<file path="config.mk">
export PLATFORM = sky130hd
export DESIGN_NAME = tausworthe_stream_gen
export DESIGN_NICKNAME = d
export VERILOG_FILES = /design/src/rtl/tausworthe_stream_gen.sv
export SDC_FILE = /design/constraint.sdc
export NUM_CORES = 1
export LEC_CHECK = 0
export CORE_MARGIN = 1
export CORE_UTILIZATION = 55
export CTS_CLUSTER_SIZE = 8
export DETAILED_ROUTE_END_ITERATION = 12
export PLACE_DENSITY_LB_ADDON = 0.05
export RECOVER_POWER = 100
export SLEW_MARGIN = 20
export SYNTH_ARGS = -nofsm -noshare
export SYNTH_HDL_FRONTEND = slang
export SYNTH_SLANG_ARGS = --single-unit
</file>
<file path="constraint.sdc">
create_clock -name clk -period 2.3 [get_ports clk]
set_input_delay 0.46 -clock clk [delete_from_list [all_inputs] [get_ports clk]]
set_output_delay 0.46 -clock clk [all_outputs]
set_load 0.1 [all_outputs]
</file>
<file path="src/rtl/tausworthe_stream_gen.sv">
// Combined taus88 generator with reseed, warm-up discard and valid/ready word assembly.
// Optional word/reseed statistics outputs are enabled by defining TAUS_STREAM_STATS_EN.
module tausworthe_stream_gen #(
   parameter int unsigned OUT_W  = 32,
   parameter int unsigned WARMUP = 16,
   parameter logic [31:0] SEED1  = 32'hE761B9DB,
   parameter logic [31:0] SEED2  = 32'hB4B4D15C,
   parameter logic [31:0] SEED3  = 32'hC0B4DD55
) (
   input  logic             clk,
   input  logic             rst,
   input  logic             en,
   input  logic             seed_valid,
   input  logic [95:0]      seed_data,
   output logic             seed_ready,
   output logic             out_valid,
   input  logic             out_ready,
   output logic [OUT_W-1:0] out_data
`ifdef TAUS_STREAM_STATS_EN
   ,
   output logic [31:0]      word_count,
   output logic [15:0]      reseed_count
`endif
);

   localparam int unsigned     WORDS      = OUT_W / 32;
   localparam int              IDX_W      = (WORDS > 1) ? $clog2(WORDS) : 1;
   localparam logic [IDX_W-1:0] LAST_IDX  = IDX_W'(WORDS - 1);
   localparam logic [15:0]     WARMUP_CNT = 16'(WARMUP);

   typedef enum logic [1:0] {WARM, FILL, HOLD} state_t;

   function automatic logic [31:0] step1(input logic [31:0] s);
      logic [31:0] b;
      b = ((s << 13) ^ s) >> 19;
      return ((s & 32'hFFFFFFFE) << 12) ^ b;
   endfunction

   function automatic logic [31:0] step2(input logic [31:0] s);
      logic [31:0] b;
      b = ((s << 2) ^ s) >> 25;
      return ((s & 32'hFFFFFFF8) << 4) ^ b;
   endfunction

   function automatic logic [31:0] step3(input logic [31:0] s);
      logic [31:0] b;
      b = ((s << 3) ^ s) >> 11;
      return ((s & 32'hFFFFFFF0) << 17) ^ b;
   endfunction

   state_t            state_reg, state_next;
   logic [31:0]       s1_reg, s2_reg, s3_reg;
   logic [31:0]       s1_next, s2_next, s3_next, word;
   logic [31:0]       s1_seed, s2_seed, s3_seed;
   logic [15:0]       cnt_reg;
   logic [IDX_W-1:0]  idx_reg;
   logic              out_valid_reg, seed_ready_reg;
   logic [OUT_W-1:0]  out_data_reg;
   wire  [OUT_W-1:0]  asm_data;
   logic              reseed, pop, out_free;
   logic              step, fill_we, transfer;

   assign s1_next = step1(s1_reg);
   assign s2_next = step2(s2_reg);
   assign s3_next = step3(s3_reg);
   assign word    = s1_next ^ s2_next ^ s3_next;

   // Degenerate components would lock the recurrence at zero; substitute the defaults.
   assign s1_seed = (seed_data[31:0]  < 32'd2)  ? SEED1 : seed_data[31:0];
   assign s2_seed = (seed_data[63:32] < 32'd8)  ? SEED2 : seed_data[63:32];
   assign s3_seed = (seed_data[95:64] < 32'd16) ? SEED3 : seed_data[95:64];

   assign reseed   = seed_valid & seed_ready_reg;
   assign pop      = out_valid_reg & out_ready;
   assign out_free = ~out_valid_reg | out_ready;

   always_ff @(posedge clk or negedge rst) begin
      if (!rst) begin
         if (WARMUP_CNT == 16'd0) state_reg <= FILL;
         else                     state_reg <= WARM;
      end else begin
         state_reg <= state_next;
      end
   end

   always_comb begin
      state_next = state_reg;
      if (reseed) begin
         if (WARMUP_CNT == 16'd0) state_next = FILL;
         else                     state_next = WARM;
      end else begin
         case (state_reg)
            WARM: if (en && cnt_reg <= 16'd1) state_next = FILL;
            FILL: if (fill_we && idx_reg == LAST_IDX) state_next = HOLD;
            HOLD: begin
               if (transfer) begin
                  if (fill_we && idx_reg == LAST_IDX) state_next = HOLD;
                  else                                state_next = FILL;
               end
            end
            default: state_next = WARM;
         endcase
      end
   end

   // A HOLD transfer also starts the next fill, so single-lane output sustains one word per cycle.
   always_comb begin
      step     = 1'b0;
      fill_we  = 1'b0;
      transfer = 1'b0;
      if (!reseed) begin
         case (state_reg)
            WARM: step = en;
            FILL: begin
               step    = en;
               fill_we = en;
            end
            HOLD: begin
               if (out_free) begin
                  transfer = 1'b1;
                  step     = en;
                  fill_we  = en;
               end
            end
            default: ;
         endcase
      end
   end

   always_ff @(posedge clk or negedge rst) begin
      if (!rst) begin
         s1_reg         <= SEED1;
         s2_reg         <= SEED2;
         s3_reg         <= SEED3;
         cnt_reg        <= WARMUP_CNT;
         idx_reg        <= '0;
         out_valid_reg  <= 1'b0;
         out_data_reg   <= '0;
         seed_ready_reg <= 1'b0;
      end else begin
         seed_ready_reg <= 1'b1;
         if (reseed) begin
            s1_reg  <= s1_seed;
            s2_reg  <= s2_seed;
            s3_reg  <= s3_seed;
            cnt_reg <= WARMUP_CNT;
            idx_reg <= '0;
         end else begin
            if (step) begin
               s1_reg <= s1_next;
               s2_reg <= s2_next;
               s3_reg <= s3_next;
            end
            if (step && state_reg == WARM) cnt_reg <= cnt_reg - 16'd1;
            if (fill_we) begin
               if (idx_reg == LAST_IDX) idx_reg <= '0;
               else                     idx_reg <= idx_reg + 1'b1;
            end
         end
         if (reseed) begin
            out_valid_reg <= 1'b0;
         end else if (transfer) begin
            out_valid_reg <= 1'b1;
            out_data_reg  <= asm_data;
         end else if (pop) begin
            out_valid_reg <= 1'b0;
         end
      end
   end

   for (genvar gi = 0; gi < WORDS; gi++) begin : g_lane
      logic [31:0] lane_reg;
      always_ff @(posedge clk or negedge rst) begin
         if (!rst)                                        lane_reg <= '0;
         else if (fill_we && idx_reg == IDX_W'(gi))       lane_reg <= word;
      end
      assign asm_data[32*gi +: 32] = lane_reg;
   end

   assign out_valid  = out_valid_reg;
   assign out_data   = out_data_reg;
   assign seed_ready = seed_ready_reg;

`ifdef TAUS_STREAM_STATS_EN
   logic [31:0] word_count_reg;
   logic [15:0] reseed_count_reg;

   always_ff @(posedge clk or negedge rst) begin
      if (!rst) begin
         word_count_reg   <= '0;
         reseed_count_reg <= '0;
      end else begin
         if (pop) word_count_reg <= word_count_reg + 32'd1;
         if (reseed && reseed_count_reg != 16'hFFFF) reseed_count_reg <= reseed_count_reg + 16'd1;
      end
   end

   assign word_count   = word_count_reg;
   assign reseed_count = reseed_count_reg;
`endif

endmodule

</file>
==> reports/metrics.cfg, run 1 <==
[run_status]
status=completed

[placed_design]
placed_cell_area_um2=10800
dp_hpwl_mm=17.8
numPortBuffers=126
globalplace.congestion=0.869

[clock_tree]
cts_sinks=172
cts.path.max_buffers=2
htree_levels=4
cts_buffers=17
clk_latency_ns=0.44
cts_tree=yes
cts-root-buf=clkbuf_16
cts.clk_slew.worst_paths_ns=0.07

[timing]
setup_viol=0
worst_pin_slew_ns=0.877
finalSetupTns_ns=0
finalHoldViolCount=0
slew_headroom=0.415
timing.fmax_mhz=476
min_period_ns=2.10
rsz0062_at_grt=no
fin_crit_sh=0.914
drv_slew=0
finClkSkew_ns=0.0111

[yosys]
synth_top_area_share=0.338
ys_ff_latch=172
syn-num-nets=1015
synth_edf_count=0
yosys-top-cells-area=dfrtp_1, dfstp_2, mux2_2
synth_area_per_cell_um2=10.0
yosys.area.top_type=dfrtp_1
ys_warn_count=0
ys_seq_area_frac=0.479
synth_async_sr_flop_share=1.00
yosysUniqueCellTypes=59
syn_inst=908
synth.cell_area_um2=9110
synth-main-ff-cell=dfrtp_1

[setup_path]
arrival_ns=2.45
worstPathMaxFanout=14
cp-start-kind=register
cpPeakStageDelay_ns=0.44
path_class=reg -> reg
cp_data_required_time_ns=2.65
crit_slowest_cell=dfrtp_1
critPathTopFamily=compound AO/OA/AOI/OAI gates
critPathBufInv=2
path_cells=inv_1 > ha_1 > a211o_2 > clkbuf_2 > nand3_1 > a32oi_1
crit_path_end_kind=register

[cells_and_area]
utilization=0.703
area_delta_synth_final_pct=23.8
nets=1132
diodes=0
drive_gt1_frac=0.216
final_cell_area_um2=11300

[detailed_routing]
wl_per_cell_um=20.1
vias=7667
firstDrtPassIters=5
drt-vias-per-instance=6.11
routed_wl_mm=25.2
first_iter_violations=729
antenna_left=0
drc=0

[global_route]
grt_pass1_wl_mm=39.6
grt_max_degree=59
antenna_found_initial=0
grt_usage=0.310
overflow=0
grt_pass1_vias=7400

[pwr]
leakagePower_nw=4.71
power_density_nw_per_um2=1600
power_frac_comb=0.507
seq_power_share=0.331
clockPowerShare=0.162
max-vdd-ir-drop_uv=921
power.switching_mw=8.37
switching_share=0.463
p_int_mw=9.72

[floorplanning]
start_util=0.568
fp-row-count=46
die_x_um=131
die-area_um2=17100
pin_count=135
floorplan.core_area_um2=16100
die_y_um=131

[worst_hold_path]
hp-class=reg -> reg

[run]
maxCapViolations=0

## layout by cell type, fill, tap and decap left out, types with 7 or more instances in the layout
cell type        count
nand3_1             79
dfstp_2             49
o21ai_0             79
xnor2_1             63
nor4_1              19
nand4_1              7
nor2_1             105
a32oi_1             48
buf_12              14
o31ai_1             11
dfrtp_1            123
nand2_1             12
nor3_1              13
buf_4               15
mux2_2              52
xor2_1              52
clkbuf_2            40
a21oi_1             26
clkbuf_16           17
clkdlybuf4s50_1     91
a31oi_1             30
## per-stage QoR
stage / setup slack (ns) / std cells / hold slack (ns) / power, mW
5_1_grt: 0.0512 / 1254 / 0.512 / 19.1
6_report: 0.198 / 1254 / 0.505 / 18.1
2_1_floorplan: 0.00180 / 908 / 0.164 / 12.4
3_5_place_dp: 0.0153 / 1221 / 0.387 / 15.2
4_1_cts: 0.264 / 1254 / 0.484 / 18.3
3_3_place_gp: 0.0814 / 1221 / 0.388 / 15.1
## final timing paths
path,end,slack (ns),depth (start not counted),from
setup / recovery,s1_reg[4],0.20,6,state_reg[0]
hold / removal,out_data[1],0.51,1,out_data[1]
setup reg to reg,s1_reg[4],0.20,6,state_reg[0]
hold reg to reg,out_data[1],0.51,1,out_data[1]
max in group asynchronous,out_data[25],0.41,3,rst
min in group asynchronous,out_data[18],0.66,2,rst
## power groups by stage
stage,sequential (mW),combinational (mW),clock [mW]
floorplan,7.37,5.03,0
global placement,5.94,9.20,0
detailed placement,5.98,9.27,0
CTS,5.95,9.35,2.98
global route,6.13,9.85,3.10
finish,5.98,9.17,2.94
## final cells by class
class                           count  area [um^2]
Clock buffer                       18          439
Sequential cell                   172         4370
Multi-Input combinational cell    659         4460
Tap cell                          216          270
Fill cell                        1238         4780
Clock inverter                     14          156
Timing Repair Buffer              170         1570
Inverter                            5         18.8
## routing by layer
layer,global-route usage,part of all wire,vias to the layer above
met2,0.466,0.45,358
met5,0,0,-
met4,0.121,0.029,0
met1,0.427,0.43,3718
li1,-,-,3538
met3,0.0863,0.088,53
## what timing repair did
action	in CTS	in global routing
setup buffers	0	0
gates resized for setup	0	0
endpoints found under the setup margin	0	0
endpoints found under the hold margin	29	0
hold buffers	1	0
## synthesized netlist by cell type, types with 3 or more instances
| cell type | n |
|---|---|
| dfstp_2 | 49 |
| buf_1 | 14 |
| buf_2 | 13 |
| nor4_1 | 19 |
| nor2_1 | 105 |
| clkbuf_1 | 43 |
| nor4_2 | 3 |
| or3_1 | 6 |
| ha_1 | 6 |
| a31oi_1 | 30 |
| inv_1 | 5 |
| o31ai_1 | 11 |
| a32oi_1 | 48 |
| dfrtp_1 | 123 |
| nor3_1 | 13 |
| o21ai_0 | 79 |
| nand3_1 | 79 |
| nand4_1 | 7 |
| xnor2_1 | 63 |
| mux2_2 | 52 |
| nand2b_1 | 4 |
| a21oi_1 | 26 |
| and3_1 | 3 |
| nand2_1 | 13 |
| xor2_1 | 52 |
## kinds of logic (layout without fill, tap and decap cells)
logic type | count (synthesis) | count (layout) | synth area share
AND/OR/NAND/NOR | 274 | 274 | 0.153
AO/OA/AOI/OAI | 210 | 210 | 0.149
flip-flops | 172 | 172 | 0.479
XOR/XNOR | 115 | 115 | 0.111
buffers and inverters | 77 | 207 | 0.0347
multiplexers | 53 | 53 | 0.0653
adder cells (fa/ha/maj) | 6 | 6 | 0.00824
other | 1 | 1 | 0.000411
Power figures use the tool's default switching activity.
==> run 2, diff against run 1 <==
--- a/config.mk
+++ b/config.mk
@@ -5,8 +5,9 @@
 export SDC_FILE = /design/constraint.sdc
 export NUM_CORES = 1
 export LEC_CHECK = 0
+export ABC_CLOCK_PERIOD_IN_PS = 1800
 export CORE_MARGIN = 1
-export CORE_UTILIZATION = 55
+export CORE_UTILIZATION = 50
 export CTS_CLUSTER_SIZE = 8
 export DETAILED_ROUTE_END_ITERATION = 12
 export PLACE_DENSITY_LB_ADDON = 0.05
==> constraint.sdc (replaced) <==
create_clock -name clk -period 1.8 [get_ports clk]
set_input_delay 0.36 -clock clk [delete_from_list [all_inputs] [get_ports clk]]
set_output_delay 0.36 -clock clk [all_outputs]
set_load 0.1 [all_outputs]
==> run 2 against run 1 <==
The flow now finishes with violations (setup timing); critical path type unchanged; register-to-register slack lost 0.38 ns; critical endpoint is now asm_data[12]; largest cell class unchanged; utilization increased by 2.6 points; hold slack lost 0.0011 ns; power rose by 46%; largest power group unchanged; clock-buffer cell count did not move; global-route usage down 0.92 points.
==> reports/metrics.cfg, run 2 (same netlist as run 1, synthesis figures left out) <==
[cells_and_area]
diodes=0  ; unchanged
final_cell_mix=dfrtp_1, buf_4, nor2_1
utilization=0.729  ; +0.0260
nets=1252  ; +11%
area_delta_synth_final_pct=43.1
final_cell_area_um2=13000  ; +16%
drive_gt1_frac=0.368  ; +0.152
layout_commonest_cell=dfrtp_1

[floorplanning]
floorplan.core_area_um2=17900  ; +11%
fp-row-count=49  ; +6.5%
die_y_um=137  ; +4.8%
pin_count=135  ; unchanged
start_util=0.509  ; -0.0585
die_x_um=137  ; +4.8%
die-area_um2=18800  ; +9.8%

[timing]
min_period_ns=1.98  ; -0.125 ns
timing.fmax_mhz=506  ; +6.3%
setup_viol=82  ; +82
worst_slack_ns=-0.178  ; -0.375 ns
drv_slew=0  ; unchanged
finClkSkew_ns=0.0122  ; +0.00116 ns
slew_headroom=0.330  ; -0.0850
finalHoldViolCount=0  ; unchanged
rsz0062_at_grt=yes
fin_crit_sh=1.10  ; +0.185
worst_pin_slew_ns=1.00  ; +0.128 ns

[global_route]
grt_pass1_wl_mm=42.2  ; +6.5%
grt_pass1_vias=7738  ; +4.6%
overflow=0  ; unchanged
antenna_found_initial=0  ; unchanged
grt_usage=0.301  ; -0.00921
grt_max_degree=50  ; -15%

[pwr]
p_int_mw=14.1  ; +45%
seq_power_share=0.296  ; -0.035
max-vdd-ir-drop_uv=1200  ; +30%
power_frac_comb=0.568  ; +0.061
clockPowerShare=0.136  ; -0.026
power.switching_mw=12.3  ; +47%
switching_share=0.466  ; +0.00355
leakagePower_nw=5.54  ; +18%
fin_total_pwr_mw=26.3  ; +46%
power_density_nw_per_um2=2020  ; +26%

[setup_path]
arrival_ns=2.30  ; -0.15 ns
worstPathMaxFanout=5  ; -9
timing.rr.end=asm_data[12]
r2r_cells=7  ; +1
worstSetupEndpoint=asm_data[12]
timing.rr.start=state_reg[0]
path_class=reg -> reg
crit_path_end_kind=register
cp_data_required_time_ns=2.12  ; -0.53 ns
rrSetupSlack_ns=-0.18  ; -0.38 ns
crit_start=state_reg[0]
cp-start-kind=register

[run_status]
status=finished with violations
violations=setup timing

[detailed_routing]
drt-vias-per-instance=6.12  ; +0.14%
drc=0  ; unchanged
routed_wl_mm=29.7  ; +18%
vias=8492  ; +11%
first_iter_violations=1056  ; +45%
antenna_left=0  ; unchanged
wl_per_cell_um=21.4  ; +6.6%
firstDrtPassIters=6  ; +1

[placed_design]
dp_hpwl_mm=19.5  ; +9.7%
globalplace.congestion=0.877  ; +0.96%
dp_slack_ns=-0.367  ; -0.382 ns
numPortBuffers=126  ; unchanged
placed_cell_area_um2=12000  ; +11%

[clock_tree]
cts.clk_slew.worst_paths_ns=0.07  ; about the same
cts.path.max_buffers=2  ; unchanged
clk_latency_ns=0.44  ; about the same
cts_buffers=17  ; unchanged
cts_tree=yes
cts_sinks=172  ; unchanged
htree_levels=4  ; unchanged
cts-root-buf=clkbuf_16

[worst_hold_path]
hp-class=reg -> reg
hp-start=out_data[16]

[run]
maxCapViolations=0  ; unchanged

-- run 2: worst min-delay path by stage --
stage | to | slack [ns] | depth (start not counted)
global route | out_data[16] | 0.52 | 1
global placement | out_data[13] | 0.31 | 1
floorplan | asm_data[0] | 0.06 | 0
detailed placement | out_data[18] | 0.31 | 1
finish | out_data[16] | 0.50 | 1
CTS | out_data[18] | 0.42 | 2
-- run 2: layout make-up --
cell class | instances | area, um^2
fillers | 1295 | 4860
inverters | 5 | 23.8
clock inverters | 14 | 124
flip-flops and latches | 172 | 4380
clock buffers | 18 | 439
repair buffers | 290 | 2870
multi-input cells | 659 | 4920
well taps | 229 | 287
-- run 2: power by group through the flow --
stage | clock network (mW) | registers [mW] | logic, mW
finish | 3.59 | 7.79 | 15.0
global route | 3.76 | 7.92 | 15.7
CTS | 3.60 | 7.70 | 14.0
detailed placement | 0 | 7.74 | 13.5
global placement | 0 | 7.70 | 13.4
floorplan | 0 | 9.42 | 6.44
-- run 2: routing by layer --
layer | wire (um) | GRT usage | vias up
li1 | - | - | 3802
met1 | 12500 | 0.426 | 4129
met2 | 13400 | 0.458 | 484
met3 | 2720 | 0.0515 | 77
met4 | 1100 | 0.120 | 0
met5 | 0 | 0 | -
-- run 2: critical path, stage by stage, from the launching register on --
cell      delay, ns
dfrtp_2        0.44
inv_4          0.07
ha_4           0.27
o211ai_1       0.16
nor3_4         0.27
buf_12         0.17
buf_6          0.14
mux2_2         0.35
-- run 2: what timing repair did --
| item | CTS | global route |
|---|---|---|
| pin swaps | 3 | 68 |
| hold buffers | 1 | 0 |
| endpoints found under the hold margin | 30 | 0 |
| endpoints found under the setup margin | 105 | 126 |
| gates cloned | 2 | 11 |
| buffers inserted | 4 | 18 |
| gates resized for setup | 18 | 180 |
-- run 2: metrics by stage --
stage	setup TNS [ns]	hold slack, ns	cells
floorplan	-1.27	0.0644	908
global placement	-30.18	0.305	1320
detailed placement	-33.62	0.311	1320
CTS	-2.08	0.415	1359
global route	-12.17	0.518	1387
finish	-5.17	0.504	1387
